==> src/rtl/weight_seq_ctrl_if.sv <==
// Weight beat stream between a weight source and weight_seq_ctrl.
//   s_valid : source offers a 256-bit weight beat
//   s_ready : sink can take a beat this cycle
//   s_data  : weight beat, 9-bit signed weights packed LSB-first
// A beat transfers on a rising clk edge with s_valid and s_ready both high.
interface weight_seq_ctrl_if;
  logic         s_valid;
  logic         s_ready;
  logic [255:0] s_data;

  modport master (output s_valid, output s_data, input s_ready);
  modport slave  (input s_valid, input s_data, output s_ready);
endinterface

==> src/rtl/weight_seq_ctrl.sv <==
// Weight sequencer / class-sum controller for a Tsetlin-style clause bank.
// Loads a BEATS-beat weight image into the bank, then on request scans the
// active clauses and accumulates the bank weights of the clauses that fired.
//   clk, rst      : rising-edge clock, asynchronous active-low reset
//   beat          : weight beat stream (slave side)
//   start         : single-cycle scoring request, honoured only in READY
//   clauses       : active clause count (clamped to CLAUSEN), sampled on start
//   clause_fire   : clause outputs, sampled on start
//   wa_valid/wa_offset/wa_data : one-cycle bank write of an accepted beat
//   wa_clause_no  : bank read index; weight_in returns one cycle later
//   wa_clauses    : latched clause count
//   weight_in     : registered bank weight
//   sum, done     : class sum and its one-cycle completion pulse
//   loaded, busy  : complete image held / scan in progress
module weight_seq_ctrl #(
  parameter int CLAUSEN = 10,
  parameter int BEATS   = 5,
  localparam int CW     = $clog2(CLAUSEN) + 1
) (
  input  logic                clk,
  input  logic                rst,
  weight_seq_ctrl_if.slave    beat,
  input  logic                start,
  input  logic [CW-1:0]       clauses,
  input  logic [CLAUSEN-1:0]  clause_fire,
  output logic                wa_valid,
  output logic [2:0]          wa_offset,
  output logic [255:0]        wa_data,
  output logic [CW-1:0]       wa_clause_no,
  output logic [CW-1:0]       wa_clauses,
  input  logic signed [8:0]   weight_in,
  output logic signed [15:0]  sum,
  output logic                done,
  output logic                loaded,
  output logic                busy
);

  typedef enum logic [2:0] {EMPTY, LOAD, READY, SCAN, DRAIN} state_t;

  state_t               state_q, state_d;
  logic [2:0]           beat_cnt;
  logic [CW-1:0]        clauses_q;
  logic [CLAUSEN-1:0]   fire_q;
  logic [CLAUSEN-1:0]   fire_sh;
  logic                 acc_en;     // weight_in of the previous read index counts
  logic                 beat_acc;
  logic                 start_acc;
  logic                 image_end;
  logic                 scan_last;
  logic [CW-1:0]        clauses_clamped;

  assign image_end       = (beat_cnt == 3'(BEATS - 1));
  assign scan_last       = (clauses_q == '0) || (wa_clause_no == clauses_q - CW'(1));
  assign clauses_clamped = (clauses > CW'(CLAUSEN)) ? CW'(CLAUSEN) : clauses;
  assign fire_sh         = fire_q >> wa_clause_no;

  // s_ready stays high in READY even when start is present; start simply
  // wins and the beat is not taken that cycle.
  assign beat.s_ready = rst && (state_q inside {EMPTY, LOAD, READY});
  assign busy         = (state_q == SCAN) || (state_q == DRAIN);
  assign wa_clauses   = clauses_q;

  // NOTE: sequential state uses non-blocking assignments so every flop
  // samples the pre-edge values; blocking here would create order races.
  always_ff @(posedge clk or negedge rst) begin
    if (!rst) state_q <= EMPTY;
    else      state_q <= state_d;
  end

  // NOTE: every signal written here gets a default first, so no path can
  // leave one unassigned and infer a latch.
  always_comb begin
    state_d   = state_q;
    beat_acc  = 1'b0;
    start_acc = 1'b0;
    case (state_q)
      EMPTY, LOAD: begin
        if (beat.s_valid) begin
          beat_acc = 1'b1;
          state_d  = image_end ? READY : LOAD;
        end
      end
      READY: begin
        if (start) begin
          start_acc = 1'b1;
          state_d   = SCAN;
        end else if (beat.s_valid) begin
          // A beat here begins a fresh image; beat_cnt is 0 after the wrap.
          beat_acc = 1'b1;
          state_d  = image_end ? READY : LOAD;
        end
      end
      SCAN:    if (scan_last) state_d = DRAIN;
      DRAIN:   state_d = READY;
      default: state_d = EMPTY;
    endcase
  end

  // NOTE: the latched clause mask and write data are plain registers, not a
  // memory array, so they are cleared by reset along with everything else.
  always_ff @(posedge clk or negedge rst) begin
    if (!rst) begin
      beat_cnt     <= '0;
      wa_valid     <= 1'b0;
      wa_offset    <= '0;
      wa_data      <= '0;
      wa_clause_no <= '0;
      clauses_q    <= '0;
      fire_q       <= '0;
      acc_en       <= 1'b0;
      sum          <= '0;
      done         <= 1'b0;
      loaded       <= 1'b0;
    end else begin
      wa_valid <= beat_acc;
      done     <= 1'b0;
      acc_en   <= 1'b0;

      if (beat_acc) begin
        wa_offset <= beat_cnt;
        wa_data   <= beat.s_data;
        beat_cnt  <= image_end ? 3'd0 : beat_cnt + 3'd1;
        loaded    <= image_end;
      end

      if (start_acc) begin
        clauses_q    <= clauses_clamped;
        fire_q       <= clause_fire;
        wa_clause_no <= '0;
      end

      // The bank answers one cycle after the index, so the fire bit of the
      // index driven now is carried forward to qualify next cycle's weight.
      if (state_q == SCAN) begin
        acc_en <= (clauses_q != '0) && fire_sh[0];
        if (!scan_last) wa_clause_no <= wa_clause_no + CW'(1);
      end

      if (start_acc)   sum <= '0;
      else if (acc_en) sum <= sum + $signed({{7{weight_in[8]}}, weight_in});

      if (state_q == DRAIN) done <= 1'b1;
    end
  end

endmodule

==> src/flat_wrapper.sv <==
// flat-port wrapper written by rule: the top's interface ports become plain ports
module weight_seq_ctrl_flat 
#(
  parameter int CLAUSEN = 10,
  parameter int BEATS   = 5,
  localparam int CW     = $clog2(CLAUSEN) + 1
)
  (clk, rst, start, clauses, clause_fire, wa_valid, wa_offset, wa_data, wa_clause_no, wa_clauses, weight_in, sum, done, loaded, busy, beat_s_valid, beat_s_data, beat_s_ready);
  weight_seq_ctrl_if beat_i ();
  input  logic clk;
  input  logic rst;
  input  logic start;
  input  logic [CW-1:0] clauses;
  input  logic [CLAUSEN-1:0] clause_fire;
  output logic wa_valid;
  output logic [2:0] wa_offset;
  output logic [255:0] wa_data;
  output logic [CW-1:0] wa_clause_no;
  output logic [CW-1:0] wa_clauses;
  input  logic signed [8:0] weight_in;
  output logic signed [15:0] sum;
  output logic done;
  output logic loaded;
  output logic busy;
  input wire logic [$bits(beat_i.s_valid)-1:0] beat_s_valid;
  input wire logic [$bits(beat_i.s_data)-1:0] beat_s_data;
  output wire logic [$bits(beat_i.s_ready)-1:0] beat_s_ready;
  assign beat_i.s_valid = beat_s_valid;
  assign beat_i.s_data = beat_s_data;
  assign beat_s_ready = beat_i.s_ready;
  weight_seq_ctrl #(.CLAUSEN(CLAUSEN), .BEATS(BEATS)) u_core (.clk(clk), .rst(rst), .beat(beat_i), .start(start), .clauses(clauses), .clause_fire(clause_fire), .wa_valid(wa_valid), .wa_offset(wa_offset), .wa_data(wa_data), .wa_clause_no(wa_clause_no), .wa_clauses(wa_clauses), .weight_in(weight_in), .sum(sum), .done(done), .loaded(loaded), .busy(busy));
endmodule
==> config.mk <==
export PLATFORM = sky130hd
export DESIGN_NAME = weight_seq_ctrl_flat
export DESIGN_NICKNAME = d
export VERILOG_FILES = /design/src/rtl/weight_seq_ctrl_if.sv /design/src/rtl/weight_seq_ctrl.sv /design/src/flat_wrapper.sv
export SDC_FILE = /design/constraint.sdc
export NUM_CORES = 1
export LEC_CHECK = 0
export ABC_AREA = 1
export CORE_AREA = 2 2 222 224
export CTS_CLUSTER_DIAMETER = 100
export DETAILED_ROUTE_END_ITERATION = 10
export DIE_AREA = 0 0 224 226
export GPL_TIMING_DRIVEN = 0
export PLACE_DENSITY_LB_ADDON = 0.15
export REMOVE_ABC_BUFFERS = 1
export SLEW_MARGIN = 20
export SYNTH_ARGS = -nofsm -noshare
export SYNTH_HDL_FRONTEND = slang
export SYNTH_SLANG_ARGS = --single-unit
==> constraint.sdc <==
create_clock -name clk -period 3 [get_ports clk]
set_input_delay 0.6 -clock clk [delete_from_list [all_inputs] [get_ports clk]]
set_output_delay 0.6 -clock clk [all_outputs]
set_load 0.05 [all_outputs]
==> results of run 1 <==
-- worst max-delay path by stage --
stage                      startpoint                   to  slack, ns  depth (start not counted)
2_1_floorplan                   start  u_core.wa_offset[0]      -6.37                          5
3_3_place_gp             beat_s_valid  u_core.wa_offset[0]     -16.09                          5
3_5_place_dp                      rst         beat_s_ready      -0.51                          6
4_1_cts             u_core.state_q[2]                 busy       0.11                          5
5_1_grt        u_core.wa_clause_no[0]      wa_clause_no[0]       0.25                          1
6_report       u_core.wa_clause_no[0]      wa_clause_no[0]       0.36                          1
-- final cells by class --
class                   count  area share (%)
inverters                  40           0.772
repair buffers            585            29.8
clock buffers              65            6.06
multi-input cells        1082            21.9
diodes                      1          0.0123
well taps                 622            3.81
flip-flops and latches    305            37.4
clock inverters             7           0.313
-- cells by family (layout without fill, tap and decap cells) --
group	count (synthesis)	count (layout)	share of synthesized area, %
AO/OA/AOI/OAI	63	63	2.72
XOR/XNOR	4	4	0.278
adder cells (fa/ha/maj)	20	20	2.05
buffers and inverters	103	697	4.05
flip-flops	305	305	60.6
multiplexers	1	1	0.0894
other	0	1	0
AND/OR/NAND/NOR	994	994	30.2
-- power groups by stage --
stage / logic (uW) / clock network (uW) / registers, uW
3_5_place_dp: 15800 / 0 / 7220
6_report: 15600 / 4690 / 7190
3_3_place_gp: 11400 / 0 / 6410
4_1_cts: 15800 / 4860 / 7200
2_1_floorplan: 3340 / 0 / 13400
5_1_grt: 16700 / 5010 / 7470
-- per-stage QoR --
| step | setup TNS, ns | total power (uW) | worst slack [ns] | hold WS (ns) | cell area, um2 |
|---|---|---|---|---|---|
| 2_1_floorplan | -1624.75 | 16800 | -6.37 | 0.304 | 12200 |
| 3_3_place_gp | -8155.96 | 17800 | -16.09 | 0.453 | 18800 |
| 3_5_place_dp | -1.23 | 23000 | -0.511 | 0.457 | 19000 |
| 4_1_cts | 0 | 27900 | 0.106 | 0.0476 | 20400 |
| 5_1_grt | 0 | 29100 | 0.249 | 0.0627 | 20400 |
| 6_report | 0 | 27500 | 0.355 | 0.0611 | 20400 |
-- layout by cell type (no fill, tap or decap), drive strengths merged, types with 2 or more instances in the layout --
| cell type | instances |
|---|---|
| clkdlybuf4s50 | 570 |
| nand3 | 32 |
| clkbuf | 65 |
| nand4 | 2 |
| ha | 19 |
| clkinv | 5 |
| bufbuf | 2 |
| or2 | 2 |
| o21ai | 27 |
| nor3 | 4 |
| a21oi | 26 |
| nand3b | 4 |
| xnor2 | 2 |
| inv | 41 |
| a22o | 2 |
| xor2 | 2 |
| o21a | 3 |
| buf | 11 |
| dfrtp | 305 |
| nand2 | 915 |
| nor2 | 35 |
-- registers in the layout, summed over array words and instances (netlist names) --
register	cells
u_core.fire_q	10
u_core.wa_clauses	5
u_core.beat_cnt	3
u_core.acc_en	1
u_core.loaded	1
u_core.wa_valid	1
u_core.wa_offset	3
u_core.wa_data	256
u_core.done	1
u_core.sum	16
u_core.state_q	3
u_core.wa_clause_no	5
-- timing repair --
item / CTS / global route
setup endpoints to repair: 1 / 3
hold buffers: 1 / 0
gates cloned: 2 / 0
hold endpoints to repair: 48 / 0
resized for setup: 1 / 2
-- per-layer routing --
metal  vias up  routed length, um  GRT usage (%)
met5         -                 13              0
met4         2               1240           5.96
met3        75               2510           4.05
met2       299              21600           28.5
met1      5253              17800           20.4
li1       5703                  -              -
==> flow_summary.toml, run 1 <==
[sta]
hold_viol = 0
tightestPinTransition_ns = 1.09
fin_skew_ns = 0.0143
report.final.slew_viol_count = 0
finalCritPeriodShare_pct = 88.2
rsz0062_at_grt = "false"
relSlewSlack_pct = 26.8
fin_crit_ns = 2.64
fmax_ghz = 0.378
setup_viol = 0

[power]
pwr-share-seq_pct = 26.1
leakage_uw = 0.0100
intPower_uw = 13800
switching_power_uw = 13700
ir_worst_vdd_mv = 0.669
swShare_pct = 49.7
powerDensity_mw_per_mm2 = 1350
power_frac_clock_pct = 17.1
combPwrFrac_pct = 56.8

[grt]
grt_overflow = 0
antenna_found_initial = 1
grt_pass1_vias = 11342
track_usage_pct = 16.7
grt_pass1_wl_um = 66200
grt_max_degree = 129

[place]
dp.cells = 2631
port_buffers = 573
dp_hpwl_um = 30800
gp_congestion = 0.810

[floorplan]
num_io_pins = 574
core_mm2 = 0.0483
die_height_um = 226
start_util_pct = 26.1
rows = 81
fp.dieArea_mm2 = 0.0506
die_w_um = 224

[clock_network]
cts_buffers = 40
cts_tree = "built"
clk_pin_slew_ns = 0.05
post_cts_buffers = 0
cts_max_level = 2
cts_sinks = 305
cts_root_buf = "clkbuf_16"
clockBufferDepth = 3
clock_latency_ns = 0.54

[detailed_routing]
antenna_left = 0
routedWlPerCell_um = 16.0
drc = 0
dr.pass1.iters = 4
drtIter0Drc = 624
viasPerCell = 4.19
totalWireLength_um = 43200
vias = 11332

[critical_path]
end_kind = "output port"
r2r_end = "u_core.sum[7]"
crit_slowest_cell = "clkdlybuf4s50_1"
worstSetupStartpointType = "register"
cp.arrival_ns = 2.04
path_cells = "clkdlybuf4s50_1"
crit_family = "buffers and inverters"
r2r_cells = 9
slowest_delay_ns = 0.93
critPathBufInv = 1
rrSetupSlack_ns = 0.59
critical_path_class = "register to output port"
r2r_start = "u_core.state_q[1]"
required_ns = 2.40
critPathMaxFanout = 13

[synth]
synth_common_cells = "915 x nand2_1, 305 x dfrtp_1, 45 x buf_2"
syn_avg_cell_area_um2 = 8.46
synth_edf_count = 0
synth.most_common_cell = "nand2_1"
synth-seq-area-share_pct = 60.6
synth_top_area_share_pct = 60.6
async_flop_share_pct = 100
synth_seq_cells = 305
yosys.area.top_type = "dfrtp_1"
syn_area_mm2 = 0.0126
synth.area.top_cells = "dfrtp_1 61%, nand2_1 27%, ha_1 1.9%, buf_2 1.8%, nand3_1 1.3%"
ys.flop_type = "dfrtp_1"
syn-instance-count = 1490
ys_warn_count = 0
synthDistinctLibCells = 30

[job]
drv_cap = 0

[layout]
multi_input_area_mm2 = 0.00447
drive_above_1_share_pct = 3.93
areaGrowthSynthToFinish_pct = 62.1
post-route-util_pct = 42.2
seq_area_mm2 = 0.00763
stdcell_count = 2707
fill_cells = 4838
fin_nets = 2358

[run_status]
status = "finished clean"

[min_path]
hp-class = "primary input to async pin"
No activity file was read; power rests on OpenSTA's default activity.
==> inputs of run 2 (changes only) <==
PLACE_DENSITY = 0.58   (was not set)
PLACE_DENSITY_LB_ADDON = not set   (was 0.15)
==> flow_summary.toml, run 2 (synthesis results as in run 1) <==
[run_status]
status = "finished clean"

[sta]
hold_ws_ns = 0.0477
final.setup.tns_ns = 0
layout_setup_ws_ns = 0.210
hold_viol = 0
finalCritPeriodShare_pct = 93.0
fin_crit_ns = 2.79
relSlewSlack_pct = 29.1
fmax_ghz = 0.358
setup_viol = 0
fin_skew_ns = 0.0153
tightestPinTransition_ns = 1.06
rsz0062_at_grt = "false"
report.final.slew_viol_count = 0

[layout]
final_cell_mix = "914 x nand2_1, 571 x clkdlybuf4s50_1, 305 x dfrtp_1"
areaGrowthSynthToFinish_pct = 60.6
top_regs = "u_core.wa_data (256), u_core.sum (16), u_core.fire_q (10)"
fin_nets = 2356
largest_reg_flops = 256
fin_area_mm2 = 0.0202
drive_above_1_share_pct = 3.71
antenna_cells = 0
largest_register = "u_core.wa_data"
mostFrequentLayoutCell = "nand2_1"
post-route-util_pct = 41.9

[power]
ir_worst_vdd_mv = 0.622
pwr-share-seq_pct = 26.6
combPwrFrac_pct = 57.5
power_frac_clock_pct = 16.0
switching_power_uw = 13700
swShare_pct = 50.3
intPower_uw = 13500
leakage_uw = 0.00991
powerDensity_mw_per_mm2 = 1340

[critical_path]
path_cells = "inv_1 > nor3_1 > inv_1 > nand2_1 > clkdlybuf4s50_1"
end_kind = "output port"
critical_path_class = "register to output port"
critPathMaxFanout = 4
required_ns = 2.40
cp.arrival_ns = 2.19
worstSetupStartpointType = "register"
cpMostUsedCell = "inv_1"
r2r_cells = 8
crit_slowest_cell = "clkdlybuf4s50_1"
slowest_delay_ns = 0.84

[clock_network]
cts_root_buf = "clkbuf_16"
clockBufferDepth = 3
post_cts_buffers = 0
clk_pin_slew_ns = 0.06
clock_latency_ns = 0.54
cts_tree = "built"
cts_buffers = 38
cts_max_level = 2
cts_sinks = 305

[floorplan]
num_io_pins = 574
rows = 81
die_w_um = 224
die_height_um = 226
start_util_pct = 26.1
fp.dieArea_mm2 = 0.0506
core_mm2 = 0.0483

[grt]
grt_pass1_wl_um = 64200
grt_max_degree = 155
antenna_found_initial = 0
grt_overflow = 0
grt_pass1_vias = 11504
track_usage_pct = 16.0

[place]
gp_congestion = 0.834
pre_cts_ws_ns = -0.534
dp_hpwl_um = 30900
port_buffers = 573
placed_cell_area_mm2 = 0.0190

[detailed_routing]
drc = 0
drtIter0Drc = 671
totalWireLength_um = 42600
dr.pass1.iters = 4
viasPerCell = 4.28
routedWlPerCell_um = 15.8
vias = 11539
antenna_left = 0

[job]
drv_cap = 0

[min_path]
hp-class = "primary input to async pin"
run 2: what timing repair did:
| item | CTS | global route |
|---|---|---|
| endpoints found under the setup margin | 1 | 2 |
| gates cloned | 0 | 1 |
| endpoints found under the hold margin | 6 | 0 |
| gates resized for setup | 3 | 0 |
| hold buffers | 3 | 0 |
run 2: layer usage:
metal | part of all wire [%] | global-route usage (%)
met5 | 0 | 0
met4 | 3.2 | 5.85
met3 | 5.5 | 4.06
met2 | 52 | 28.3
met1 | 39 | 18.8
run 2: path summary, 6_finish.rpt:
kind,start,end,slack [ns]
setup / recovery,u_core.state_q[2],busy,0.21
hold / removal,rst,u_core.wa_data[75],0.05
setup reg to reg,u_core.state_q[0],u_core.sum[6],0.39
hold reg to reg,u_core.wa_data[19],u_core.wa_data[19],0.46
max in group asynchronous,rst,u_core.wa_data[171],2.09
min in group clk,u_core.wa_data[19],u_core.wa_data[19],0.46
run 2: cell type report:
| cell class | instances | area, um2 |
|---|---|---|
| fill | 4846 | 28100 |
| sequential | 305 | 7630 |
| timing repair buffer | 585 | 6020 |
| multi-input combinational | 1082 | 4470 |
| clock buffer | 58 | 1140 |
| tap | 622 | 778 |
| inverter | 40 | 158 |
| clock inverter | 7 | 42.5 |
run 2: power by group through the flow:
stage	combinational, uW	clock, uW	sequential [uW]
final	15600	4350	7230
after CTS	15700	4530	7230
after global placement	11800	0	6510
after global routing	16600	4660	7480
after floorplan	3340	0	13400
after detailed placement	15700	0	7270
run 2: worst max-delay path, delay by kind of cell (launching register included):
family / cells / cell delay, ns
buffers and inverters: 3 / 1.00
DFF: 1 / 0.41
and+or+nand+nor: 2 / 0.24
run 2: stage by stage:
step	instances	total power, uW
floorplan	1427	16800
global placement	2622	18300
detailed placement	2631	23000
CTS	2698	27500
global route	2699	28800
finish	2699	27200
